**config.mk**
```make
export PLATFORM = sky130hd
export DESIGN_NAME = uart_rx_fifo
export DESIGN_NICKNAME = d
export VERILOG_FILES = /design/src/rtl/uart_rx_fifo.sv
export SDC_FILE = /design/constraint.sdc
export NUM_CORES = 1
export LEC_CHECK = 0
export CAP_MARGIN = 10
export CORE_MARGIN = 2
export CORE_UTILIZATION = 60
export DETAILED_ROUTE_END_ITERATION = 10
export PLACE_DENSITY = 0.92
export SLEW_MARGIN = 10
export SYNTH_ARGS = -nofsm -noshare
export SYNTH_HDL_FRONTEND = slang
export SYNTH_SLANG_ARGS = --single-unit
export TNS_END_PERCENT = 20
```
**constraint.sdc**
```tcl
create_clock -name clk -period 4.1 [get_ports clk]
set_input_delay 1.23 -clock clk [delete_from_list [all_inputs] [get_ports clk]]
set_output_delay 1.23 -clock clk [all_outputs]
set_load 0.01 [all_outputs]
```
**src/rtl/uart_rx_fifo.sv**
```systemverilog
// UART receiver (configurable baud, data bits, parity, stop bits) feeding an FWFT receive FIFO.
// Push lands 1 cycle after the last stop-bit sample; rx_valid follows 1 cycle later; full FIFO drops and pulses overrun.
module uart_rx_fifo #(
    parameter int CLK_HZ     = 125_000_000,
    parameter int BAUD       = 9600,
    parameter int DATA_BITS  = 8,
    parameter int PARITY     = 0,
    parameter int STOP_BITS  = 1,
    parameter int FIFO_DEPTH = 4
) (
    input  logic                 clk,
    input  logic                 reset_n,
    input  logic                 rx,
    output logic [DATA_BITS-1:0] rx_data,
    output logic                 rx_valid,
    input  logic                 rx_ready,
    output logic                 frame_err,
    output logic                 parity_err,
    output logic                 overrun,
    output logic                 busy
);
    localparam int BIT_TICKS = (CLK_HZ + BAUD / 2) / BAUD;
    localparam int MID       = BIT_TICKS / 2;
    localparam int CW        = $clog2(BIT_TICKS);
    localparam int AW        = $clog2(FIFO_DEPTH);
    localparam logic [CW-1:0] C_LAST = CW'(BIT_TICKS - 1);
    localparam logic [CW-1:0] C_S0   = CW'(MID - 1);
    localparam logic [CW-1:0] C_S1   = CW'(MID);
    localparam logic [CW-1:0] C_S2   = CW'(MID + 1);

    typedef enum logic [2:0] {IDLE, START, DATA, PAR, STOP, WAIT_HI} state_t;

    state_t               state, state_nxt;
    logic                 rx_meta, rxs, rxs_d;
    logic [CW-1:0]        cnt;
    logic                 s0, s1, maj, at_smp, at_end;
    logic [2:0]           bit_idx;
    logic                 stop_idx, stop_ok, par_bit, par_x, par_bad;
    logic [DATA_BITS-1:0] shreg;
    logic                 push_nxt, fe_nxt, pe_nxt, push_q;

    always_ff @(posedge clk or negedge reset_n) begin
        if (!reset_n) begin
            rx_meta <= 1'b1;
            rxs     <= 1'b1;
            rxs_d   <= 1'b1;
        end else begin
            rx_meta <= rx;
            rxs     <= rx_meta;
            rxs_d   <= rxs;
        end
    end

    // third sample is the live rxs at MID+1, so the vote resolves in that cycle
    assign maj    = (s0 & s1) | (s0 & rxs) | (s1 & rxs);
    assign at_smp = (cnt == C_S2);
    assign at_end = (cnt == C_LAST);
    assign par_x  = ^{shreg, par_bit};
    assign par_bad = (PARITY == 1) ? ~par_x : (PARITY == 2) ? par_x : 1'b0;

    always_ff @(posedge clk or negedge reset_n) begin
        if (!reset_n) state <= IDLE;
        else          state <= state_nxt;
    end

    always_comb begin
        state_nxt = state;
        push_nxt  = 1'b0;
        fe_nxt    = 1'b0;
        pe_nxt    = 1'b0;
        case (state)
            IDLE:    if (rxs_d && !rxs) state_nxt = START;
            START: begin
                if (at_smp && maj) state_nxt = IDLE;
                else if (at_end)   state_nxt = DATA;
            end
            DATA:    if (at_end && bit_idx == 3'(DATA_BITS - 1))
                         state_nxt = (PARITY != 0) ? PAR : STOP;
            PAR:     if (at_end) state_nxt = STOP;
            STOP: begin
                if (at_smp && stop_idx == 1'(STOP_BITS - 1)) begin
                    if (!(stop_ok && maj)) begin
                        fe_nxt    = 1'b1;
                        state_nxt = WAIT_HI;
                    end else if (par_bad) begin
                        pe_nxt    = 1'b1;
                        state_nxt = IDLE;
                    end else begin
                        push_nxt  = 1'b1;
                        state_nxt = IDLE;
                    end
                end
            end
            WAIT_HI: if (rxs) state_nxt = IDLE;
            default: state_nxt = IDLE;
        endcase
    end

    always_ff @(posedge clk or negedge reset_n) begin
        if (!reset_n) begin
            cnt        <= '0;
            s0         <= 1'b1;
            s1         <= 1'b1;
            shreg      <= '0;
            bit_idx    <= '0;
            par_bit    <= 1'b0;
            stop_idx   <= 1'b0;
            stop_ok    <= 1'b1;
            push_q     <= 1'b0;
            frame_err  <= 1'b0;
            parity_err <= 1'b0;
        end else begin
            if (state == IDLE || state == WAIT_HI || at_end) cnt <= '0;
            else                                              cnt <= cnt + CW'(1);
            if (cnt == C_S0) s0 <= rxs;
            if (cnt == C_S1) s1 <= rxs;
            if (state == DATA && at_smp) shreg <= {maj, shreg[DATA_BITS-1:1]};
            if (state != DATA)   bit_idx <= '0;
            else if (at_end)     bit_idx <= bit_idx + 3'd1;
            if (state == PAR && at_smp) par_bit <= maj;
            if (state != STOP) begin
                stop_idx <= 1'b0;
                stop_ok  <= 1'b1;
            end else begin
                if (at_smp) stop_ok  <= stop_ok & maj;
                if (at_end) stop_idx <= ~stop_idx;
            end
            push_q     <= push_nxt;
            frame_err  <= fe_nxt;
            parity_err <= pe_nxt;
        end
    end

    assign busy = (state != IDLE);

    logic [DATA_BITS-1:0] mem [FIFO_DEPTH];
    logic [AW:0]          wr_ptr, rd_ptr;
    logic                 full, pop, wr_en;

    assign full     = (wr_ptr[AW] != rd_ptr[AW]) && (wr_ptr[AW-1:0] == rd_ptr[AW-1:0]);
    assign rx_valid = (wr_ptr != rd_ptr);
    assign pop      = rx_valid && rx_ready;
    // a pop in the same cycle frees the slot, so a full FIFO still accepts
    assign wr_en    = push_q && (!full || pop);
    assign rx_data  = rx_valid ? mem[rd_ptr[AW-1:0]] : '0;

    always_ff @(posedge clk) begin
        if (wr_en) mem[wr_ptr[AW-1:0]] <= shreg;
    end

    always_ff @(posedge clk or negedge reset_n) begin
        if (!reset_n) begin
            wr_ptr  <= '0;
            rd_ptr  <= '0;
            overrun <= 1'b0;
        end else begin
            if (wr_en) wr_ptr <= wr_ptr + 1'b1;
            if (pop)   rd_ptr <= rd_ptr + 1'b1;
            overrun <= push_q && full && !pop;
        end
    end
endmodule

```
==> impl_results.rst, run 1 <==
.. list-table::
   :header-rows: 1

   * - Metric
     - Value
   * - Result of the run
     - finished clean
   * - Number of antenna violations at the first check in global routing
     - 0
   * - Power density relative to cell area
     - 399 nW/um^2
   * - Clock period minus worst slack
     - approximately 3600 ps
   * - Number of vias after detailed routing
     - roughly 1,900
   * - Reg-to-reg endpoint
     - mem[2][7]
   * - Final period util
     - 0.870
   * - Synthesized area per cell
     - ~14 um^2
   * - Data required time of the worst path
     - about 2900 ps
   * - Area after detailed placement
     - between 3000 and 4000 um^2
   * - Largest net degree at the start of global routing
     - 45
   * - Clock edge transition at the registers on the reported setup and hold paths
     - 70 ps
   * - Floorplan core area
     - approximately 5400 um^2
   * - GRT overflow
     - 0
   * - Pins over their slew limit
     - 0
   * - Share of Yosys cell area claimed by the top area cell type
     - 0.287
   * - Clock root buffer
     - clkbuf_8
   * - Library cells used by synthesis
     - 45
   * - Biggest area consumer among synthesized cells
     - edfxtp_1
   * - Relative slew margins
     - 0.344
   * - Type of the setup path with the least slack
     - flip-flop to output pin
   * - Setup_tns
     - 0 ps
   * - # hold bufs at CTS
     - 0
   * - Detailed Place HPWL
     - roughly 3600 um
   * - Initial standard-cell utilization of the core
     - 0.617
   * - Sequential element share of the synthesized area
     - 0.617
   * - Top-level port count
     - 17
   * - Crit. Startpoint
     - rd_ptr[0]
   * - Number of enable flip-flop cells after synthesis
     - 32
   * - Count of max-cap constraint violations
     - 0
   * - Worst reg2reg startpoint
     - rd_ptr[0]
   * - #FFs+latches synth
     - between 70 and 80
   * - Type of the tightest min-delay check
     - flip-flop to flip-flop
   * - Setup slack of the critical path after layout
     - ~530 ps
   * - Number of CTS-inserted buffers
     - 9
   * - CP Capture Point
     - rx_data[5]
   * - Most common library cell in the layout ignoring fill and taps
     - dfrtp_1
   * - Routed wire length
     - ~5400 um
   * - Deepest level of the CTS H-tree
     - 3
   * - Number of routed nets with antenna violations
     - 0
   * - Most frequent cells in the layout
     - dfrtp_1, edfxtp_1, nor2_1, xor2_1, clkdlybuf4s50_1
   * - Number of failing setup endpoints in the final timing report
     - 0
   * - Vertical die dimension
     - 78.8 um
   * - Number of detailed-route iterations in the first pass
     - 4
   * - Clock insertion delay at the later pin of the skew report
     - 340 ps
   * - Post-Place Setup Slack
     - 854 ps
   * - Number of nets in the final layout
     - between 200 and 300
   * - Max Clock Freq
     - between 200 and 300 MHz
   * - Global-route wire length before repair
     - between 8000 and 9000 um
   * - Die Area
     - just over 6000 um^2
   * - Fraction of layout instances using a drive strength above 1
     - 0.179
   * - Count of input and output buffers
     - 15
   * - Final weighted congestion in routability-driven placement
     - 0.791
   * - Starting DRC count in detailed routing
     - 84
   * - Clock Skew
     - around 7.5 ps
   * - FF-to-FF setup slack
     - roughly 1800 ps
   * - Predominant post-synthesis flop cell
     - dfrtp_1
   * - Number of cells produced by synthesis
     - 244
   * - Clock tree sinks
     - between 70 and 80
   * - DRC violations left
     - 0
   * - Max rail drop VDD
     - around 300 uV
   * - Number of diodes added for antenna fixing
     - 0
   * - Transition time at the pin with the least slew margin
     - a little under 1000 ps
   * - Relative area change from synthesis to final layout
     - 11.6%
   * - Area of all placed cells without fillers
     - between 3000 and 4000 um^2
   * - Startpoint type of the worst setup path
     - flip-flop
   * - Post-cts sizing count
     - 0
   * - RSZ-0062 raised after global routing
     - no
   * - Largest stage delay on the critical path
     - between 700 and 800 ps
   * - Asr flop ratio synth
     - 0.579
   * - Synthesized netlist net count
     - ~260
   * - Depth of the worst register-to-register path
     - 4
   * - Via count normalized by instance count
     - ~5.6
   * - Largest fanout of any net on the critical path
     - 11
   * - Chip Width
     - approximately 80 um
   * - Arrival time of the worst setup path
     - 2340 ps
   * - TritonCTS clock tree
     - done
   * - Post-Syn Area
     - approximately 3400 um^2
   * - Buffers inserted during post-CTS setup optimization
     - 0
   * - Cell-by-cell trace of the critical path
     - xor2_1 > nor2_1 > nand2_1 > and2_1 > clkdlybuf4s50_1
   * - Warnings from Yosys
     - 0
   * - Slowest CP cell
     - dfrtp_1
   * - Cells taking the most area after synthesis
     - edfxtp_1, dfrtp_1, mux4_2
   * - Vias in the first global route
     - 1,907
   * - Routed wire length per instance
     - about 16 um
   * - Max Buffers Root-to-Sink
     - 2
   * - All-layer global routing usage
     - 0.195
   * - Leakage
     - about 0.0016 uW
   * - Final hold viol count
     - 0
   * - Fin Hold WS
     - 357 ps
   * - Crit path capture type
     - output pin
   * - Count of standard-cell rows
     - 27
-- Yosys cell counts (2+ instances only) --
master and count:
a21oi_1 2, and2_1 10, and3_1 2, buf_2 3
clkbuf_1 4, dfrtp_1 38, dfstp_2 6, edfxtp_1 32
ha_1 11, inv_1 12, mux2_2 12, mux2i_1 2
mux4_2 8, nand2_1 11, nand3_1 10, nand4_1 3
nand4b_1 3, nor2_1 26, nor3_1 3, o21ai_0 2
xnor2_1 7, xor2_1 14
-- final cells by class --
type,count,area [um^2]
inverter,12,45.0
clock inverter,6,55.1
fill,382,1700
sequential,76,2070
timing repair buffer,16,153
tap,72,90.1
clock buffer,10,128
multi-input combinational,148,1200
-- metal layers --
| layer | GRT usage | vias to the layer above | routed length, um |
|---|---|---|---|
| li1 | - | 900 | - |
| met1 | 0.238 | 932 | 2170 |
| met2 | 0.323 | 41 | 2870 |
| met3 | 0.0455 | 16 | 205 |
| met4 | 0.104 | 0 | 141 |
| met5 | 0 | - | 0 |
-- worst max-delay path, delay by kind of cell, from the launching register on --
kind	cells	cell delay (ps)
DFF	1	750
xor gates and xnor gates	1	240
buffers and inverters	1	530
and+or+nand+nor	3	470
-- metrics by stage --
step	power [uW]	utilization	cells
3_3_place_gp	974	0.654	324
4_1_cts	1510	0.688	340
2_1_floorplan	941	-	244
5_1_grt	1560	0.688	340
6_report	1490	0.688	340
3_5_place_dp	979	0.654	324
-- worst min path at each step --
stage / start / end / slack (ps) / cells past startpoint
finish: rx_meta / rxs / 360 / 0
global route: rx_meta / rxs / 360 / 0
CTS: rx_meta / rxs / 360 / 0
detailed placement: rx_meta / rxs / 350 / 0
global placement: rx_meta / rxs / 350 / 0
floorplan: rx_meta / rxs / 350 / 0
-- sequential cells by signal, summed over array words and instances (netlist names) --
register   cells
mem           32
cnt           14
shreg          8
bit_idx        3
rd_ptr         3
state          3
wr_ptr         3
frame_err      1
overrun        1
push_q         1
rx_meta        1
rxs            1
rxs_d          1
s0             1
s1             1
stop_idx       1
stop_ok        1
-- power by group --
part / switching, uW / internal, uW / total (uW)
Clock: 258 / 275 / 533
Combinational: 64.7 / 43.5 / 108
Sequential: 37.3 / 816 / 853
Total: 360 / 1130 / 1490
-- cell families (layout without fill, tap and decap cells) --
group           Yosys count  in the layout  synth area share
fa+ha+maj                12             12            0.0440
mux                      22             22             0.100
buf+inv                  20             44            0.0246
simple gates             80             80             0.132
xor+xnor                 21             21            0.0549
compound gates           12             12            0.0261
other cells               1              1           0.00112
flops                    76             76             0.617
Power figures use the tool's default switching activity.
==> run 2: changes to the inputs <==
Settings changed: CORE_UTILIZATION 60 to 47, PLACE_DENSITY 0.92 to 0.77.
==> run 2 against run 1 <==
Maximum frequency grew 0.11%. Cell count grew 7.1%. Sequential share of layout area shrank 0.93 points. Power grew 5.2%. Sequential cell count is the same. Die area grew 26%.
==> impl_results.rst, run 2 (synthesis results as in run 1) <==
.. list-table::
   :header-rows: 1

   * - Metric
     - Value
   * - Number of failing setup endpoints in the final timing report
     - 0
   * - Relative slew margins
     - 0.312
   * - Initial standard-cell utilization of the core
     - 0.491
   * - Global-route wire length before repair
     - 9050 um
   * - Data required time of the worst path
     - roughly 2900 ps
   * - Vias in the first global route
     - ~1,800
   * - Clk network pwr share
     - 0.389
   * - Clock period minus worst slack
     - about 3600 ps
   * - Number of detailed-route iterations in the first pass
     - 4
   * - Transition time at the pin with the least slew margin
     - a little over 1000 ps
   * - Combinational Power Share
     - 0.067
   * - Largest net degree at the start of global routing
     - 45
   * - Type of the setup path with the least slack
     - flip-flop to output pin
   * - Routed wire length
     - ~5200 um
   * - Switching power
     - 370 uW
   * - Pins over their slew limit
     - 0
   * - Die Area
     - around 7800 um^2
   * - RSZ-0062 raised after global routing
     - no
   * - Met1 routed wirelength after detailed routing
     - 2310 um
   * - Max Clock Freq
     - roughly 280 MHz
   * - Setup_tns
     - 0 ps
   * - Clock edge transition at the registers on the reported setup and hold paths
     - around 70 ps
   * - Number of antenna violations at the first check in global routing
     - 0
   * - Number of flip-flops under the largest register name
     - 32
   * - GRT overflow
     - 0
   * - Result of the run
     - finished clean
   * - Final period util
     - 0.869
   * - Post-cts sizing count
     - 0
   * - Area of all placed cells without fillers
     - 3800 um^2
   * - # hold bufs at CTS
     - 0
   * - Floorplan core area
     - approximately 7000 um^2
   * - Count of standard-cell rows
     - 30
   * - Clock Skew
     - between 8 and 9 ps
   * - Clock root buffer
     - clkbuf_8
   * - Starting DRC count in detailed routing
     - 111
   * - Cells on Worst Hold Path
     - 0
   * - Largest fanout of any net on the critical path
     - 11
   * - Proportion of total power due to net switching
     - 0.236
   * - Buffers inserted during post-CTS setup optimization
     - 0
   * - Count of input and output buffers
     - 15
   * - Clock tree sinks
     - between 70 and 80
   * - DRC violations left
     - 0
   * - Deepest level of the CTS H-tree
     - 3
   * - Depth of the worst register-to-register path
     - 4
   * - Startpoint of the worst hold path
     - rx_meta
   * - Area after detailed placement
     - 3590 um^2
   * - Vertical die dimension
     - approximately 90 um
   * - Leakage
     - around 0.0016 uW
   * - Endpoint, Worst Hold
     - rxs
   * - Relative area change from synthesis to final layout
     - 13.5%
   * - Reg-to-reg endpoint
     - mem[2][1]
   * - Number of routed nets with antenna violations
     - 0
   * - Detailed Place HPWL
     - around 3400 um
   * - Met3 Routed Length
     - approximately 230 um
   * - Clock insertion delay at the later pin of the skew report
     - ~350 ps
   * - Max Buffers Root-to-Sink
     - 2
   * - Power density relative to cell area
     - slightly above 400 nW/um^2
   * - Crit path capture type
     - output pin
   * - Max rail drop VDD
     - around 370 uV
   * - Chip Width
     - between 80 and 90 um
   * - Worst reg2reg startpoint
     - rd_ptr[0]
   * - TritonCTS clock tree
     - done
   * - Uppermost metal layer occupied by signal nets
     - met4
   * - Number of nets in the final layout
     - about 280
   * - Top-level port count
     - 17
   * - Most common library cell in the layout ignoring fill and taps
     - dfrtp_1
   * - Count of max-cap constraint violations
     - 0
   * - Via count normalized by instance count
     - ~5.1
   * - Startpoint type of the worst setup path
     - flip-flop
   * - Routed met2 length
     - between 2000 and 3000 um
   * - Final weighted congestion in routability-driven placement
     - ~0.77
   * - All-layer global routing usage
     - 0.157
   * - FF-to-FF setup slack
     - 1770 ps
   * - Number of vias after detailed routing
     - ~1,800
   * - Type of the tightest min-delay check
     - flip-flop to flip-flop
   * - Final hold viol count
     - 0
   * - Most frequent cells in the layout
     - dfrtp_1, edfxtp_1, nor2_1, xor2_1, clkdlybuf4s50_1
   * - Number of diodes added for antenna fixing
     - 0
   * - Internal cell power
     - ~1200 uW
   * - Fraction of layout instances using a drive strength above 1
     - 0.183
   * - Filler cell count
     - 575
   * - Routed wire length per instance
     - 14.2 um
   * - Proportion of power drawn by flip-flops and latches
     - 0.544
   * - Number of CTS-inserted buffers
     - 9
   * - Arrival time of the worst setup path
     - approximately 2300 ps
run 2: cell count changes in the layout (fill, tap and decap cells not counted), sizes merged:
cell and change:
clkinv -1, bufinv +1
run 2: routing by layer:
metal / vias to the layer above / global-route usage
met3: 9 / 0.0560
met2: 33 / 0.252
met1: 909 / 0.197
met4: 0 / 0.0579
li1: 894 / -
met5: - / 0
run 2: critical path: stages (launching register included):
cell and delay (ps):
dfrtp_1 740, xor2_1 230, nor2_1 60, nand2_1 230
and2_1 180, clkdlybuf4s50_1 530
run 2: worst max-delay path by stage:
stage	endpoint	from
floorplan	rx_data[0]	rd_ptr[0]
finish	rx_data[5]	rd_ptr[0]
global placement	rx_data[5]	rd_ptr[0]
CTS	rx_data[5]	rd_ptr[0]
global route	rx_data[5]	rd_ptr[0]
detailed placement	rx_data[5]	rd_ptr[0]
run 2: layout make-up:
class | count | area, um^2 | share of cell area
Sequential cell | 76 | 2070 | 0.544
Multi-Input combinational cell | 148 | 1200 | 0.316
Timing Repair Buffer | 16 | 153 | 0.0401
Clock buffer | 10 | 128 | 0.0335
Tap cell | 96 | 120 | 0.0316
Clock inverter | 6 | 88.8 | 0.0233
Inverter | 12 | 45.0 | 0.0118
run 2: power by group through the flow:
stage	Sequential, uW	Combinational [uW]	Clock, uW
6_report	855	106	611
5_1_grt	860	126	655
4_1_cts	855	109	627
3_5_place_dp	870	108	0
3_3_place_gp	868	105	0
2_1_floorplan	857	83.9	0
run 2: per-stage QoR:
step	power [uW]	hold WS [ps]	setup WS, ps	cells	util
after floorplan	941	345	1480	244	-
after detailed placement	978	352	825	348	0.525
after global placement	973	355	863	348	0.525
after global routing	1640	367	288	364	0.557
final	1570	364	536	364	0.557
after CTS	1590	366	421	364	0.557
==> run 3: changes to the inputs <==
Settings changed: CORE_MARGIN 2 to 5.
==> run 3 against run 2 <==
Count of clock-buffer cells in the layout stayed put. Cell count stayed put. Wire length is 4.6% higher. Utilization is 0.67 points lower. Sequential cell count stayed put. Die area is 14% higher. Non-clock buffer count stayed put. Largest power group unchanged.
==> impl_results.rst, run 3 (synthesis results as in run 1) <==
.. list-table::
   :header-rows: 1

   * - Metric
     - Value
   * - Result of the run
     - finished clean
   * - CP Capture Point
     - rx_data[5]
   * - Relative slew margins
     - 0.305
   * - Logic depth of the worst path, buffers included
     - 5
   * - Number of detailed-route iterations in the first pass
     - 4
   * - Final period util
     - 0.892
   * - Count of max-cap constraint violations
     - 0
   * - Power density relative to cell area
     - about 400 nW/um^2
   * - Clock Skew
     - between 7 and 8 ps
   * - GRT overflow
     - 0
   * - Vertical die dimension
     - roughly 94 um
   * - # hold bufs at CTS
     - 0
   * - All-layer global routing usage
     - 0.144
   * - Number of failing setup endpoints in the final timing report
     - 0
   * - Detailed Place HPWL
     - approximately 3500 um
   * - Clock insertion delay at the later pin of the skew report
     - ~340 ps
   * - Family of cells with the greatest summed delay on the critical path
     - flip-flops
   * - Vias in the first global route
     - between 1,500 and 2,000
   * - Crit path capture type
     - output pin
   * - Post-layout utilization of the core
     - 0.550
   * - Number of diodes added for antenna fixing
     - 0
   * - Die Area
     - about 8900 um^2
   * - Starting DRC count in detailed routing
     - 59
   * - Floorplan core area
     - 6870 um^2
   * - Pins over their slew limit
     - 0
   * - GR Util met3
     - 0.0470
   * - Clock edge transition at the registers on the reported setup and hold paths
     - around 80 ps
   * - Most common library cell in the layout ignoring fill and taps
     - dfrtp_1
   * - Busiest layer in global routing
     - met2
   * - Number of nets in the final layout
     - 278
   * - Met2 routing resource usage after global routing
     - 0.236
   * - Largest stage delay on the critical path
     - around 760 ps
   * - Number of flip-flops under the largest register name
     - 32
   * - Largest net degree at the start of global routing
     - 45
   * - Buffers inserted during post-CTS setup optimization
     - 0
   * - Area after detailed placement
     - 3590 um^2
   * - Number of antenna violations at the first check in global routing
     - 0
   * - Final hold viol count
     - 0
   * - Routed wire length
     - around 5400 um
   * - Worst reg2reg startpoint
     - rd_ptr[0]
   * - Fraction of layout instances using a drive strength above 1
     - 0.183
   * - Number of vias after detailed routing
     - 1,841
   * - Depth of the worst register-to-register path
     - 4
   * - Setup_tns
     - 0 ps
   * - Cell-by-cell trace of the critical path
     - xor2_1 > nor2_1 > nand2_1 > and2_1 > clkdlybuf4s50_1
   * - Post-cts sizing count
     - 0
   * - Startpoint type of the worst setup path
     - flip-flop
   * - Post-Place Setup Slack
     - 781 ps
   * - Startpoint of the worst hold path
     - rx_meta
   * - Area taken by flip-flops and latches
     - between 2000 and 2500 um^2
   * - Global-route wire length before repair
     - slightly below 10,000 um
   * - DRC violations left
     - 0
   * - Setup slack of the critical path after layout
     - 445 ps
   * - Type of the tightest min-delay check
     - flip-flop to flip-flop
   * - Slowest CP cell
     - dfrtp_1
   * - Transition time at the pin with the least slew margin
     - approximately 1000 ps
   * - Type of the setup path with the least slack
     - flip-flop to output pin
   * - Clock tree sinks
     - 76
   * - Arrival time of the worst setup path
     - ~2400 ps
   * - Sum of buffers and inverters on the critical path
     - 1
   * - Deepest level of the CTS H-tree
     - 3
   * - Max Buffers Root-to-Sink
     - 2
   * - Leakage
     - between 0.0015 and 0.002 uW
   * - Relative area change from synthesis to final layout
     - 12.7%
   * - Count of input and output buffers
     - 15
   * - Area of all placed cells without fillers
     - about 3800 um^2
   * - Chip Width
     - about 94 um
   * - Multi-input gate area
     - between 1000 and 1500 um^2
   * - Largest fanout of any net on the critical path
     - 11
   * - Data required time of the worst path
     - around 2900 ps
   * - RSZ-0062 raised after global routing
     - no
   * - Final weighted congestion in routability-driven placement
     - just under 0.8
   * - Max Clock Freq
     - 274 MHz
   * - Count of standard-cell rows
     - 30
   * - Max rail drop VDD
     - 282 uV
   * - Crit. Startpoint
     - rd_ptr[0]
   * - Number of routed nets with antenna violations
     - 0
   * - Total power after layout
     - between 1500 and 2000 uW
   * - Top-level port count
     - 17
   * - Reg-to-reg endpoint
     - mem[0][4]
   * - Initial standard-cell utilization of the core
     - 0.488
   * - Met1 capacity usage during global routing
     - 0.179
   * - Clock root buffer
     - clkbuf_8
   * - TritonCTS clock tree
     - done
   * - Via count normalized by instance count
     - 5.06
   * - Clock period minus worst slack
     - 3660 ps
   * - Routed wire length per instance
     - between 10 and 15 um
   * - FF-to-FF setup slack
     - around 1700 ps
   * - Filler cell count
     - a little under 600
   * - Number of CTS-inserted buffers
     - 9
   * - Most frequent cells in the layout
     - dfrtp_1, edfxtp_1, nor2_1, xor2_1, clkdlybuf4s50_1
## run 3: cell types whose count changed in the layout (fill, tap and decap cells not counted)
cell / delta
bufinv_16: -1
clkinv_2: +1
clkinv_4: -1
inv_6: +1
## run 3: per-layer routing
layer,vias to the layer above,share of wire
met5,-,0
li1,892,-
met1,920,0.45
met4,0,0.010
met3,5,0.037
met2,24,0.51
## run 3: layout make-up
type                       instances  share of cell area
clock inverter                     6              0.0169
multi-input combinational        148               0.318
sequential                        76               0.547
timing repair buffer              16              0.0404
clock buffer                      10              0.0338
inverter                          12              0.0119
tap                               96              0.0318
## run 3: stage by stage
stage	hold slack (ps)	std cells
after floorplan	345	244
after global placement	353	348
after detailed placement	349	348
after CTS	365	364
after global routing	369	364
final	361	364
## run 3: worst min path at each step
| stage | to | depth (start not counted) | slack [ps] |
|---|---|---|---|
| finish | rxs | 0 | 360 |
| global route | rxs | 0 | 370 |
| CTS | rxs | 0 | 360 |
| detailed placement | rxs | 0 | 350 |
| global placement | rxs | 0 | 350 |
| floorplan | rxs | 0 | 350 |
## run 3: where the power goes
group / leakage, uW / internal, uW / total (uW) / switching, uW
sequential: 0.000955 / 815 / 855 / 39.5
clock: 0.0000943 / 281 / 547 / 266
combinational: 0.000582 / 43.6 / 108 / 64.3
total: 0.00163 / 1140 / 1510 / 370
